## src/rtl/dm_write_buffer.sv

```systemverilog
// Store buffer between the MEM stage and a slow handshaked data memory.
// Stores queue in a circular FIFO; loads forward from it or miss to memory.
module dm_write_buffer #(
    parameter int DEPTH = 4,
    parameter int AW    = 10,
    parameter int DW    = 32
) (
    input  logic                     clk,
    input  logic                     rst,
    input  logic                     core_we,
    input  logic                     core_re,
    input  logic [AW-1:0]            core_addr,
    input  logic [DW-1:0]            core_wdata,
    output logic [DW-1:0]            core_rdata,
    output logic                     core_stall,
    output logic                     mem_req,
    output logic                     mem_we,
    output logic [AW-1:0]            mem_addr,
    output logic [DW-1:0]            mem_wdata,
    input  logic                     mem_ack,
    input  logic [DW-1:0]            mem_rdata,
    output logic                     empty,
    output logic [$clog2(DEPTH):0]   count
);
    localparam int PW = $clog2(DEPTH);
    localparam int CW = PW + 1;

    typedef enum logic [1:0] {IDLE, WR, RD} state_e;

    state_e        state_q, state_d;
    logic [AW-1:0] addr_q [DEPTH];
    logic [AW-1:0] addr_d [DEPTH];
    logic [DW-1:0] data_q [DEPTH];
    logic [DW-1:0] data_d [DEPTH];
    logic [PW-1:0] head_q, head_d, tail_q, tail_d;
    logic [CW-1:0] count_q, count_d;
    logic [AW-1:0] raddr_q, raddr_d;

    logic          full, pop, enq, load, hit, load_miss, rd_done;
    logic [DW-1:0] fwd_data;

    assign full      = (count_q == CW'(DEPTH));
    assign pop       = (state_q == WR) && mem_ack;
    assign rd_done   = (state_q == RD) && mem_ack;
    assign enq       = core_we && (!full || pop);
    assign load      = core_re && !core_we;
    assign load_miss = load && !hit;

    // Walk oldest to youngest so the last match is the youngest store.
    always_comb begin
        hit      = 1'b0;
        fwd_data = '0;
        for (int k = 0; k < DEPTH; k++) begin
            if (CW'(k) < count_q && addr_q[head_q + PW'(k)] == core_addr) begin
                hit      = 1'b1;
                fwd_data = data_q[head_q + PW'(k)];
            end
        end
    end

    always_comb begin
        core_rdata = '0;
        if (load) begin
            if (hit)          core_rdata = fwd_data;
            else if (rd_done) core_rdata = mem_rdata;
        end
    end

    assign core_stall = (core_we && !enq) || (load_miss && !rd_done);

    always_comb begin
        addr_d  = addr_q;
        data_d  = data_q;
        head_d  = head_q;
        tail_d  = tail_q;
        count_d = count_q;
        if (enq) begin
            addr_d[tail_q] = core_addr;
            data_d[tail_q] = core_wdata;
            tail_d         = tail_q + 1'b1;
        end
        if (pop) head_d = head_q + 1'b1;
        case ({enq, pop})
            2'b10:   count_d = count_q + 1'b1;
            2'b01:   count_d = count_q - 1'b1;
            default: count_d = count_q;
        endcase
    end

    // A pending load miss wins over draining; an in-flight write is never cut short.
    always_comb begin
        state_d = state_q;
        raddr_d = raddr_q;
        case (state_q)
            IDLE: begin
                if (load_miss) begin
                    state_d = RD;
                    raddr_d = core_addr;
                end else if (count_q != '0) begin
                    state_d = WR;
                end
            end
            WR: begin
                if (mem_ack) begin
                    if (load_miss) begin
                        state_d = RD;
                        raddr_d = core_addr;
                    end else if (count_d != '0) begin
                        state_d = WR;
                    end else begin
                        state_d = IDLE;
                    end
                end
            end
            RD: begin
                if (mem_ack) state_d = IDLE;
            end
            default: state_d = IDLE;
        endcase
    end

    always_ff @(posedge clk or posedge rst) begin
        if (rst) begin
            state_q <= IDLE;
            raddr_q <= '0;
            head_q  <= '0;
            tail_q  <= '0;
            count_q <= '0;
            for (int k = 0; k < DEPTH; k++) begin
                addr_q[k] <= '0;
                data_q[k] <= '0;
            end
        end else begin
            state_q <= state_d;
            raddr_q <= raddr_d;
            head_q  <= head_d;
            tail_q  <= tail_d;
            count_q <= count_d;
            addr_q  <= addr_d;
            data_q  <= data_d;
        end
    end

    // Memory side is a pure decode of registered state, so reset drops it at once.
    assign mem_req   = (state_q != IDLE);
    assign mem_we    = (state_q == WR);
    assign mem_addr  = (state_q == WR) ? addr_q[head_q] :
                       (state_q == RD) ? raddr_q : '0;
    assign mem_wdata = (state_q == WR) ? data_q[head_q] : '0;
    assign empty     = (count_q == '0);
    assign count     = count_q;

endmodule

```

## config.mk

```make
export PLATFORM = sky130hd
export DESIGN_NAME = dm_write_buffer
export DESIGN_NICKNAME = d
export VERILOG_FILES = /design/src/rtl/dm_write_buffer.sv
export SDC_FILE = /design/constraint.sdc
export NUM_CORES = 1
export LEC_CHECK = 0
export CAP_MARGIN = 20
export CORE_MARGIN = 3
export CORE_UTILIZATION = 49
export DETAILED_ROUTE_END_ITERATION = 10
export PLACE_DENSITY = 0.73
export SLEW_MARGIN = 20
export SYNTH_ARGS = -nofsm -noshare
export SYNTH_HDL_FRONTEND = slang
export SYNTH_SLANG_ARGS = --single-unit
```

## constraint.sdc

```tcl
create_clock -name clk -period 13.5 [get_ports clk]
set_input_delay 4.05 -clock clk [delete_from_list [all_inputs] [get_ports clk]]
set_output_delay 4.05 -clock clk [all_outputs]
set_load 0.03 [all_outputs]
```

==> impl_metrics.yaml, run 1 <==
final_layout:
  area_growth_pct: 17.2
  final_area_sq_um: 15600
  fin_nets: 1519
  drive_above_1_share_pct: 23.8
  fin_cells: 1779
  final_util_pct: 59.2
clocking:
  cts_tree: "built"
  htree_levels: 4
  hold_buffers: 0
  postCtsSetupRepairBufs: 0
  clkSlewWorstSetupHoldPaths_ns: 0.07
  cts_resized: 0
  clockBufferDepth: 2
  cts_buffers: 17
  root_buffer: "clkbuf_16"
  worstSkewPairLatency_ns: 0.45
  cts_sinks: 187
place:
  gp_congestion: 0.811
  io_buffer_count: 159
  dp_cells: 1746
  hpwl_mm: 22.9
  place_area_sq_um: 15000
floorplan:
  num_rows: 59
  pin_count: 160
  coreArea_sq_um: 26400
  die_h_um: 171
  chipWidth_um: 171
  dieArea_sq_um: 29200
  start_util_pct: 50.5
synthesis:
  synth-simple-area-share_pct: 9.71
  synth-edff-count: 0
  synthCells: 1352
  synth_compound_area_share_pct: 14.3
  ys_warn_count: 0
  synthAdderAreaFrac_pct: 0.939
  synthXorXnorAreaFrac_pct: 2.96
  synth_ff_type: "dfrtp_1"
  netlist-cell-type-count: 49
  syn-num-nets: 1441
  netlist_area_sq_um: 13300
  yosysSeqAreaShare_pct: 35.1
  synth_top_family_by_area: "multiplexers"
  ys_seq_elements: 187
  async_flop_share_pct: 100
  synth.avg_cell_area_sq_um: 9.85
  muxShareOfSynthArea_pct: 32.8
sta:
  relSlewSlack_pct: 29.8
  hold_viol_final: 0
  period_needed_ns: 12.16
  finalMaxSlewViolations: 0
  finalSetupViolations: 0
  skew_ns: 0.0134
  fmax_ghz: 0.0823
  post-route-period-util_pct: 90.1
  rsz0062_at_grt: "false"
  worst_slew_pin_slew_ns: 1.05
  tns_ns: 0
routing:
  firstDrtPassIters: 7
  drc: 0
  first_iter_violations: 900
  wirelength_mm: 37.0
  vias_per_cell: 6.13
  antenna_left: 0
  vias: 10900
  wl_per_cell_um: 20.8
grt:
  track_usage_pct: 25.4
  antenna_found_initial: 1
  grt_pass1_vias: 10900
  grt_max_degree: 111
  grt_pass1_wl_mm: 59.1
  gr-total-overflow: 0
critical_path:
  crit_path_end_kind: "primary output"
  cp.required_ns: 9.45
  path_max_fanout: 33
  setup.worst_path.class: "in2out"
  crit_arrival_ns: 8.11
  cp-start-kind: "primary input"
worst_hold_path:
  min_path_type: "reg2reg"
job:
  max-cap-violations: 0
pwr:
  p_total_mw: 3.98
  leakage_nw: 6.51
  vdd_ir_drop_max_v: 0.000145
  p_per_area_nw_per_um2: 255
run_status:
  status: "finished, final reports clean"
-- sequential cells by signal, summed over array words and instances (netlist names) --
signal	count
addr_q	40
count	3
data_q	128
head_q	2
raddr_q	10
state_q	2
tail_q	2
-- final cells by class --
class | count | area (sq um)
diodes | 1 | 2.50
clock buffers | 18 | 429
clock inverters | 14 | 124
fillers | 2220 | 10700
inverters | 18 | 77.6
multi-input cells | 1028 | 8130
flip-flops and latches | 187 | 4690
well taps | 335 | 419
repair buffers | 178 | 1740
-- per-stage QoR --
stage                     hold slack [ns]  worst slack [ns]
after global routing                0.513              1.08
after detailed placement            0.491              1.37
final                               0.508              1.34
after CTS                           0.507              1.36
after global placement              0.470              1.47
after floorplan                     0.458              2.72
-- cell usage in the layout (no fill, tap or decap), types with 3 or more instances in the layout --
cell and instances:
a21oi_1 67, a31oi_1 35, and2_1 34, nand2_2 4, xor2_1 10, nor3_1 6, a2111oi_0 32, nand3_1 10
clkdlybuf4s50_1 159, mux4_2 5, mux2_2 270, clkbuf_16 17, a22o_1 5, buf_4 18, o21ai_0 50, o31ai_1 4
nand2_1 127, ha_1 10, mux2i_1 120, inv_1 14, xnor2_1 35, dfrtp_1 185, a221oi_1 3, a21o_1 32
nand4_1 4, o221ai_1 3, inv_6 8, a32o_1 34, nor2_1 104
-- critical path: stages --
cell and delay (ns):
clkdlybuf4s50_1 0.59, clkinv_1 0.28, o221ai_1 0.21, o21ai_0 0.11, nand4_1 0.12, buf_4 0.38
nor3_2 0.10, or4_1 0.69, nor4_4 0.26, buf_4 0.40, a32o_1 0.19, clkdlybuf4s50_1 0.68
-- cells in the mapped netlist (3+ instances only) --
master / n / share of area (%)
a2111oi_0: 32 / 2.1
a21o_1: 32 / 1.8
a21oi_1: 68 / 2.6
a221oi_1: 3 / 0.20
a22o_1: 5 / 0.33
a22oi_1: 3 / 0.17
a31oi_1: 35 / 1.6
a32o_1: 34 / 2.6
and2_1: 34 / 1.6
buf_1: 8 / 0.23
buf_2: 3 / 0.11
clkbuf_1: 103 / 2.9
dfrtp_1: 187 / 35
ha_1: 10 / 0.94
inv_1: 15 / 0.42
mux2_2: 270 / 23
mux2i_1: 120 / 9.0
mux4_2: 5 / 0.85
nand2_1: 131 / 3.7
nand3_1: 10 / 0.38
nand4_1: 4 / 0.19
nor2_1: 104 / 2.9
nor3_1: 7 / 0.26
o21ai_0: 50 / 1.9
o221ai_1: 3 / 0.20
o31ai_1: 4 / 0.23
xnor2_1: 35 / 2.3
xor2_1: 10 / 0.66
-- kinds of logic after synthesis --
logic type,count (synthesis)
muxes,396
and+or+nand+nor,301
AOI/OAI and AO/OA,276
DFF,187
buffers and inverters,137
xor gates and xnor gates,45
adders and majority gates,10
-- worst paths after layout --
kind                              startpoint  slack, ns  cells past startpoint             end
min in group asynchronous                rst       4.18                      2      data_q[93]
worst min-delay path              raddr_q[9]       0.51                      1      raddr_q[9]
worst max-delay path            core_addr[0]       1.34                     12  core_rdata[22]
worst min register to register    raddr_q[9]       0.51                      1      raddr_q[9]
worst max register to register     head_q[1]       8.94                      9      raddr_q[6]
max in group asynchronous                rst       8.10                      3      data_q[44]
-- where the power goes --
part | total, mW | switching (mW) | leakage [nW] | internal, mW
registers | 1.13 | 0.281 | 2.22 | 0.850
clock network | 0.486 | 0.243 | 0.272 | 0.243
logic | 2.36 | 1.26 | 4.01 | 1.10
total | 3.98 | 1.78 | 6.51 | 2.20
-- routing by layer --
metal  global-route usage (%)  wire, um  vias up
met1                     33.6     16300     5398
met2                     42.5     17800      376
met4                     7.63       654        0
li1                         -         -     5084
met3                     4.74      2180       43
met5                        0         0        -
Note: power is estimated with default switching activity, not from simulation.
==> inputs of run 2 (changes only) <==
--- a/config.mk
+++ b/config.mk
@@ -9,7 +9,8 @@
 export CORE_MARGIN = 3
 export CORE_UTILIZATION = 49
 export DETAILED_ROUTE_END_ITERATION = 10
-export PLACE_DENSITY = 0.73
+export DONT_BUFFER_PORTS = 1
+export PLACE_DENSITY = 0.66
 export SLEW_MARGIN = 20
 export SYNTH_ARGS = -nofsm -noshare
 export SYNTH_HDL_FRONTEND = slang
==> run 2 against run 1 <==
Effect of this change:
- final cell count shrank 9.0%
- sequential cell count is the same
- critical path depth shrank 4
- highest routed layer unchanged
- maximum frequency grew 9.3%
- setup slack gained 1.0 ns
==> impl_metrics.yaml, run 2 (synthesis gave the netlist of run 1 again) <==
critical_path:
  crit_arrival_ns: 7.07
  startpoint: "core_addr[6]"
  reg2regPathDepth: 9
  r2r_slack_ns: 7.94
  crit_path_end_kind: "primary output"
  slowest_stage: "a21oi_4"
  reg2reg_to: "raddr_q[3]"
  path_cells: "xor2_1 > a22oi_1 > a21oi_4 > and4b_1 > or4_1 > nor2b_2 > buf_4 > a32o_1"
  worst_path_largest_cell_delay_ns: 0.88
  crit_family: "compound AO/OA/AOI/OAI gates"
  cp_num_buf_inv: 1
  cp.required_ns: 9.45
  cp-start-kind: "primary input"
  path_max_fanout: 33
  setup.worst_path.class: "in2out"
  rr_startpoint: "head_q[1]"
final_layout:
  mostFrequentLayoutCell: "mux2_2"
  final_cell_mix: "270 x mux2_2, 185 x dfrtp_1, 127 x nand2_1, 120 x mux2i_1, 104 x nor2_1"
  fin_nets: 1361
  largest_reg_flops: 128
  largest_register: "data_q"
  final_util_pct: 53.3
  reg_top3: "data_q: 128 flops, addr_q: 40 flops, raddr_q: 10 flops"
  n_antenna_cell: 0
  area_growth_pct: 5.56
  drive_above_1_share_pct: 26.6
pwr:
  p_total_mw: 3.82
  vdd_ir_drop_max_v: 0.000119
  p_per_area_nw_per_um2: 272
  leakage_nw: 5.94
sta:
  finalSetupViolations: 0
  rsz0062_at_grt: "false"
  tns_ns: 0
  period_needed_ns: 11.12
  worst_slew_pin_slew_ns: 1.17
  skew_ns: 0.0122
  relSlewSlack_pct: 21.8
  finalMaxSlewViolations: 0
  fmax_ghz: 0.0899
  post-route-period-util_pct: 82.4
  hold_viol_final: 0
routing:
  wirelength_mm: 35.5
  first_iter_violations: 659
  vias_per_cell: 6.28
  wl_per_cell_um: 21.9
  firstDrtPassIters: 5
  vias: 10200
  antenna_left: 0
  drc: 0
worst_hold_path:
  min_from: "raddr_q[9]"
  min_to: "raddr_q[9]"
  holdPathStages: 1
  min_path_type: "reg2reg"
clocking:
  htree_levels: 4
  cts_sinks: 187
  cts_resized: 0
  cts_buffers: 17
  clkSlewWorstSetupHoldPaths_ns: 0.07
  worstSkewPairLatency_ns: 0.43
  root_buffer: "clkbuf_16"
  cts_tree: "built"
  hold_buffers: 0
  postCtsSetupRepairBufs: 0
  clockBufferDepth: 2
run_status:
  status: "finished, final reports clean"
job:
  max-cap-violations: 0
place:
  gp_congestion: 0.851
  hpwl_mm: 21.9
  io_buffer_count: 0
floorplan:
  dieArea_sq_um: 29200
  die_h_um: 171
  num_rows: 59
  pin_count: 160
  chipWidth_um: 171
  start_util_pct: 50.5
  coreArea_sq_um: 26400
grt:
  grt_pass1_vias: 9932
  track_usage_pct: 24.2
  gr-total-overflow: 0
  grt_pass1_wl_mm: 56.1
  antenna_found_initial: 1
  grt_max_degree: 103
## run 2: metal layers
metal	vias to the layer above	wire length, um	track usage, %
li1	4761	-	-
met1	5069	16500	34.2
met2	309	16300	38.6
met3	25	2180	4.81
met4	0	490	5.49
met5	-	0	0
## run 2: where the power goes
group	internal, mW	total [mW]	switching [mW]
logic	0.967	2.17	1.20
clock network	0.280	0.509	0.230
registers	0.850	1.14	0.290
## run 2: area by class of cell
cell class | instances | area [sq um]
Clock buffer | 19 | 443
Sequential cell | 187 | 4690
Multi-Input combinational cell | 1028 | 8150
Tap cell | 335 | 419
Clock inverter | 12 | 139
Timing Repair Buffer | 20 | 150
Inverter | 18 | 75.1
Fill cell | 2339 | 12300
## run 2: how the worst max path moves through the flow
stage	end	slack (ns)	cells past startpoint
floorplan	core_rdata[10]	2.72	10
global placement	core_stall	2.48	7
detailed placement	core_stall	2.44	7
CTS	core_stall	2.43	7
global route	core_rdata[18]	2.22	8
finish	core_rdata[18]	2.38	8
## run 2: through the flow
step	worst slack, ns	hold WS (ns)	instance area (sq um)	std cells
finish	2.38	0.504	14100	1619
detailed placement	2.44	0.484	13500	1588
global placement	2.48	0.468	13500	1588
CTS	2.43	0.502	14100	1619
global route	2.22	0.520	14100	1619
floorplan	2.72	0.458	13300	1352
